**config.mk**
```make
export PLATFORM = sky130hd
export DESIGN_NAME = periph_bridge
export DESIGN_NICKNAME = d
export VERILOG_FILES = /design/src/rtl/periph_bridge.sv
export SDC_FILE = /design/constraint.sdc
export NUM_CORES = 1
export LEC_CHECK = 0
export CAP_MARGIN = 30
export CORE_AREA = 5 5 340 342
export CTS_CLUSTER_SIZE = 12
export DETAILED_ROUTE_END_ITERATION = 8
export DIE_AREA = 0 0 345 347
export DONT_BUFFER_PORTS = 1
export GPL_ROUTABILITY_DRIVEN = 1
export PLACE_DENSITY_LB_ADDON = 0.05
export RECOVER_POWER = 25
export SLEW_MARGIN = 15
export SYNTH_ARGS = -nofsm -noshare
export SYNTH_HDL_FRONTEND = slang
export SYNTH_SLANG_ARGS = --single-unit
```
**constraint.sdc**
```tcl
create_clock -name clock -period 19.8 [get_ports clock]
set_clock_uncertainty 0.2 [all_clocks]
set_input_delay 4.95 -clock clock [delete_from_list [all_inputs] [get_ports clock]]
set_output_delay 4.95 -clock clock [all_outputs]
set_load 0.05 [all_outputs]
```
**src/rtl/periph_bridge.sv**
```systemverilog
// periph_bridge: takes one uncached access from the core data port, decodes it into one
// of SLOTS 256-byte device windows and runs a select/ready handshake with timeout.
package periph_bridge_pkg;
  typedef enum logic [2:0] {
    NO_STORE    = 3'd0,
    STORE_BYTE  = 3'd1,
    STORE_HALF  = 3'd2,
    STORE_WORD  = 3'd3,
    STORE_DWORD = 3'd4
  } mem_store_type_t;
endpackage

module periph_bridge
  import periph_bridge_pkg::*;
#(
  parameter logic [63:0] PERIPHERAL_BASE = 64'h2000_0000,
  parameter int          SLOTS           = 8,
  parameter int          TIMEOUT         = 255
) (
  input  logic                  clock,
  input  logic                  reset,
  input  logic [63:0]           d_addr,
  input  logic [63:0]           d_wdata,
  input  mem_store_type_t       d_store_type,
  input  logic                  d_valid,
  output logic [63:0]           d_rdata,
  output logic                  d_ready,
  output logic [SLOTS-1:0]      p_sel,
  output logic                  p_write,
  output logic [7:0]            p_addr,
  output logic [63:0]           p_wdata,
  output logic [7:0]            p_be,
  input  logic [SLOTS-1:0][63:0] p_rdata,
  input  logic [SLOTS-1:0]      p_ready,
  output logic                  bus_error,
  output logic [63:0]           err_addr
);

  localparam logic [63:0] WIN_SPAN  = 64'(SLOTS) * 64'd256;
  localparam logic [9:0]  TMO_CNT   = 10'(TIMEOUT);
  localparam logic [63:0] ERR_DATA  = 64'hDEAD_BEEF_DEAD_BEEF;

  typedef enum logic [1:0] {
    S_IDLE = 2'd0,
    S_REQ  = 2'd1,
    S_RESP = 2'd2
  } state_t;

  // Byte-lane mask of an access before shifting into place; reads move a full dword.
  function automatic logic [7:0] lane_mask(input mem_store_type_t st);
    case (st)
      STORE_BYTE: lane_mask = 8'h01;
      STORE_HALF: lane_mask = 8'h03;
      STORE_WORD: lane_mask = 8'h0F;
      default:    lane_mask = 8'hFF;
    endcase
  endfunction

  // Undefined store encodings are rejected like a misaligned access.
  function automatic logic is_aligned(input mem_store_type_t st, input logic [2:0] lo);
    case (st)
      NO_STORE, STORE_DWORD: is_aligned = (lo == 3'd0);
      STORE_WORD:            is_aligned = (lo[1:0] == 2'd0);
      STORE_HALF:            is_aligned = (lo[0] == 1'b0);
      STORE_BYTE:            is_aligned = 1'b1;
      default:               is_aligned = 1'b0;
    endcase
  endfunction

  state_t                  state_r;
  logic [9:0]              cnt_r;
  logic                    guard_r;
  logic [63:0]             addr_r;
  logic [2:0]              lo_r;
  logic [SLOTS-1:0]        p_sel_r;
  logic                    p_write_r;
  logic [7:0]              p_addr_r;
  logic [63:0]             p_wdata_r;
  logic [7:0]              p_be_r;
  logic [63:0]             d_rdata_r;
  logic                    d_ready_r;
  logic                    bus_error_r;
  logic [63:0]             err_addr_r;

  logic [63:0]             off_s;
  logic                    mapped_s;
  logic                    aligned_s;
  logic                    ready_s;
  logic [SLOTS-1:0]        sel_onehot_s;
  logic [SLOTS:0][63:0]    rchain_s;

  // Selected-slot read data is an OR of masked slot buses; p_sel_r is one-hot in REQ.
  assign rchain_s[0] = 64'd0;
  for (genvar g = 0; g < SLOTS; g++) begin : g_slot
    assign sel_onehot_s[g] = (off_s[11:8] == 4'(g));
    assign rchain_s[g+1]   = rchain_s[g] | (p_sel_r[g] ? p_rdata[g] : 64'd0);
  end

  // Address decode of the incoming request.
  always_comb begin
    off_s     = d_addr - PERIPHERAL_BASE;
    mapped_s  = (d_addr >= PERIPHERAL_BASE) && (off_s < WIN_SPAN);
    aligned_s = is_aligned(d_store_type, off_s[2:0]);
    ready_s   = |(p_ready & p_sel_r);
  end

  // Access FSM with all bus and core-side outputs registered.
  always_ff @(posedge clock or posedge reset) begin
    if (reset) begin
      state_r     <= S_IDLE;
      cnt_r       <= 10'd0;
      guard_r     <= 1'b0;
      addr_r      <= 64'd0;
      lo_r        <= 3'd0;
      p_sel_r     <= '0;
      p_write_r   <= 1'b0;
      p_addr_r    <= 8'd0;
      p_wdata_r   <= 64'd0;
      p_be_r      <= 8'd0;
      d_rdata_r   <= 64'd0;
      d_ready_r   <= 1'b0;
      bus_error_r <= 1'b0;
      err_addr_r  <= 64'd0;
    end else begin
      case (state_r)
        S_IDLE: begin
          d_ready_r   <= 1'b0;
          bus_error_r <= 1'b0;
          d_rdata_r   <= 64'd0;
          if (guard_r) begin
            // The core still presents its finished request in this cycle.
            guard_r <= 1'b0;
          end else if (d_valid) begin
            addr_r <= d_addr;
            lo_r   <= off_s[2:0];
            if (mapped_s && aligned_s) begin
              state_r   <= S_REQ;
              cnt_r     <= 10'd0;
              p_sel_r   <= sel_onehot_s;
              p_write_r <= (d_store_type != NO_STORE);
              p_addr_r  <= off_s[7:0];
              p_wdata_r <= d_wdata << {off_s[2:0], 3'b000};
              p_be_r    <= lane_mask(d_store_type) << off_s[2:0];
            end else begin
              state_r     <= S_RESP;
              d_ready_r   <= 1'b1;
              bus_error_r <= 1'b1;
              d_rdata_r   <= ERR_DATA;
              err_addr_r  <= d_addr;
            end
          end else begin
            state_r <= S_IDLE;
          end
        end
        S_REQ: begin
          if (ready_s || (cnt_r == TMO_CNT)) begin
            state_r   <= S_RESP;
            d_ready_r <= 1'b1;
            p_sel_r   <= '0;
            p_write_r <= 1'b0;
            p_addr_r  <= 8'd0;
            p_wdata_r <= 64'd0;
            p_be_r    <= 8'd0;
            if (ready_s) begin
              d_rdata_r <= p_write_r ? 64'd0 : (rchain_s[SLOTS] >> {lo_r, 3'b000});
            end else begin
              bus_error_r <= 1'b1;
              d_rdata_r   <= ERR_DATA;
              err_addr_r  <= addr_r;
            end
          end else begin
            cnt_r <= cnt_r + 10'd1;
          end
        end
        S_RESP: begin
          state_r     <= S_IDLE;
          guard_r     <= 1'b1;
          d_ready_r   <= 1'b0;
          bus_error_r <= 1'b0;
          d_rdata_r   <= 64'd0;
        end
        default: begin
          state_r     <= S_IDLE;
          guard_r     <= 1'b0;
          p_sel_r     <= '0;
          p_write_r   <= 1'b0;
          p_addr_r    <= 8'd0;
          p_wdata_r   <= 64'd0;
          p_be_r      <= 8'd0;
          d_ready_r   <= 1'b0;
          bus_error_r <= 1'b0;
          d_rdata_r   <= 64'd0;
        end
      endcase
    end
  end

  assign d_rdata   = d_rdata_r;
  assign d_ready   = d_ready_r;
  assign p_sel     = p_sel_r;
  assign p_write   = p_write_r;
  assign p_addr    = p_addr_r;
  assign p_wdata   = p_wdata_r;
  assign p_be      = p_be_r;
  assign bus_error = bus_error_r;
  assign err_addr  = err_addr_r;

endmodule
```
==> reports/results.tsv <==
metric	value	unit
core	0.1120	mm2
vias	17510	
layout_worst_path_cycle_share	52.55	%
avgSynthCellArea	9.396	um2
synth-async-reset-ratio	100.0	%
p_per_area	91.31	mW/mm2
ant_nets	0	
cts_num_sinks	296	
cap_violations	4	
grt_setup_unrepaired	false	
grtUsageTotal	23.38	%
critical_path_arrival	10980	ps
numCtsBuffers	44	
violations	capacitance limit, slew limit	
final_nets	2525	
critPathKind	input pin to async pin	
cts_tree	built	
synth_commonest_cells	nand2_1 (311), dfrtp_1 (296), a22oi_1 (291)	
hold_violations	0	
cp.required	20370	ps
p_leak	0.008283	uW
die-area	0.1197	mm2
synth_top_cell_by_area	dfrtp_1	
cts_root_buf	clkbuf_16	
setup_viol	0	
yosys_warnings	0	
max_freq	96.11	MHz
vias_per_cell	5.073	
grt_pass1_vias	17440	
startpoint_type	input pin	
clk_latency	620	ps
grt_first_pass_wirelength	188900	um
critPathSlowestCell	clkbuf_1	
fp.dieW	345	um
synth-seq-area-share	40.12	%
multi_input_area	0.01028	mm2
cts_resized	0	
drive_above_1_share	14.65	%
relSlewSlack	-170.4	%
finalWeightedCongestion	0.9833	
syn_nets	2621	
core.rowCount	123	
met1_usage	25.57	%
holdCritPathClass	flop to flop	
setup_tns	0	ps
fillers	12400	
postCtsSetupRepairBufs	0	
clk_pin_slew	50	ps
crit_chain	clkinvlp_2 > clkbuf_1 > buf_12 > buf_4 > buf_12	
wl_per_cell	42.54	um
firstDrtPassIters	5	
die_h	347	um
start_util	16.48	%
cpPeakStageDelay	2940	ps
grt_max_degree	119	
drc	0	
met2_usage	40.33	%
busiest_layer	met2	
antenna_found_initial	104	
grt.overflow.total	0	
outcome	complete, but fails checks	
cts-htree-levels	2	
drt_iter0_markers	1560	
numPortBuffers	0	
area_growth_syn_to_layout	17.50	%
totalWireLength	146800	um
synthFlopType	dfrtp_1	
fin_crit	10410	ps
postCtsHoldBufs	0	
synth_cells	1965	
cpMostUsedCell	buf_12	
num_io_pins	873	
crit_fanout	114	
crit_path_end_kind	async pin	
ys_types	75	
peakVddDrop	54.36	uV
ys_ff_latch	296	
seqCellArea	0.007440	mm2
syn_area	0.01846	mm2
synth_top_area_share	40.12	%
slew_viol_final	196	
synth_area_leaders	dfrtp_1 (40%), a22oi_1 (12%), nand2_1 (6.3%), mux2_2 (6.2%), mux2i_1 (4.3%)	
worst_slew_pin_slew	4056	ps
rrSetupSlack	14410	ps
synth-edff-count	0	
hpwl	119000	um
final_util	19.36	%
yosysMostFrequentCell	nand2_1	
met3_usage	9.016	%
cts_buffer_depth	3	
-- placed cells by master (no fill, tap or decap), drive strengths merged, types with 60 or more instances in the layout --
cell    instances
a21oi          62
a22o           60
a22oi         291
clkbuf         69
dfrtp         296
mux2          131
mux2i          79
nand2         312
nor2          102
o21ai          66
-- flip-flops by register name (all words and copies together) (netlist names), 2 cells and up --
signal,count
addr_r,64
d_rdata,64
state_r,2
p_wdata,64
cnt_r,10
p_addr,8
p_sel,8
p_be,8
err_addr,64
-- final timing paths --
| kind | to | from | cells past startpoint |
|---|---|---|---|
| min in group asynchronous | p_be[1] | reset | 1 |
| worst max register to register | d_rdata[5] | state_r[0] | 10 |
| worst max-delay path | addr_r[23] | reset | 5 |
| max in group clock | err_addr[18] | d_addr[29] | 13 |
| worst min register to register | addr_r[23] | addr_r[23] | 1 |
| worst min-delay path | addr_r[23] | addr_r[23] | 1 |
-- through the flow --
| step | hold slack [ps] | power, uW | setup slack, ps | cells | instance area, um2 |
|---|---|---|---|---|---|
| 3_3_place_gp | 289.5 | 1146 | 10170 | 3315 | 19900 |
| 2_1_floorplan | 221.6 | 1051 | 6474 | 1965 | 18460 |
| 6_report | 301.8 | 1981 | 9395 | 3451 | 21690 |
| 4_1_cts | 307.9 | 2030 | 11060 | 3403 | 21570 |
| 3_5_place_dp | 294.9 | 1146 | 10370 | 3321 | 20010 |
| 5_1_grt | 320.6 | 2077 | 8194 | 3438 | 21660 |
-- report_power, final --
group / leakage [uW] / switching [uW] / internal (uW) / total, uW
combinational: 0.00375 / 147 / 106 / 253
sequential: 0.00377 / 204 / 671 / 875
clock: 0.000768 / 330 / 523 / 853
total: 0.00828 / 682 / 1300 / 1980
-- routing by layer --
layer / vias up / share of wire [%]
met5: - / 0.076
met2: 915 / 50
li1: 7347 / -
met4: 18 / 4.6
met3: 235 / 8.6
met1: 8991 / 37
-- logic make-up after synthesis --
group                      after synthesis  share of synthesized area (%)
AOI/OAI and AO/OA                      621                          24.38
xor gates and xnor gates                 4                         0.1898
adders and majority gates                3                         0.1897
buffers and inverters                  198                          4.480
DFF                                    296                          40.12
muxes                                  227                          14.55
and+or+nand+nor                        616                          16.10
-- final cells by class --
type,count,share of cell area (%)
Clock buffer,66,6.200
Clock inverter,16,1.004
Inverter,19,0.3345
Antenna cell,46,0.5306
Tap cell,1500,8.652
Sequential cell,296,34.29
Multi-Input combinational cell,1471,47.38
Timing Repair Buffer,37,1.603
-- worst max-delay path: cells and delay by family --
| family | cells | cell delay (ps) |
|---|---|---|
| buf+inv | 5 | 5670 |
Power figures use the tool's default switching activity.
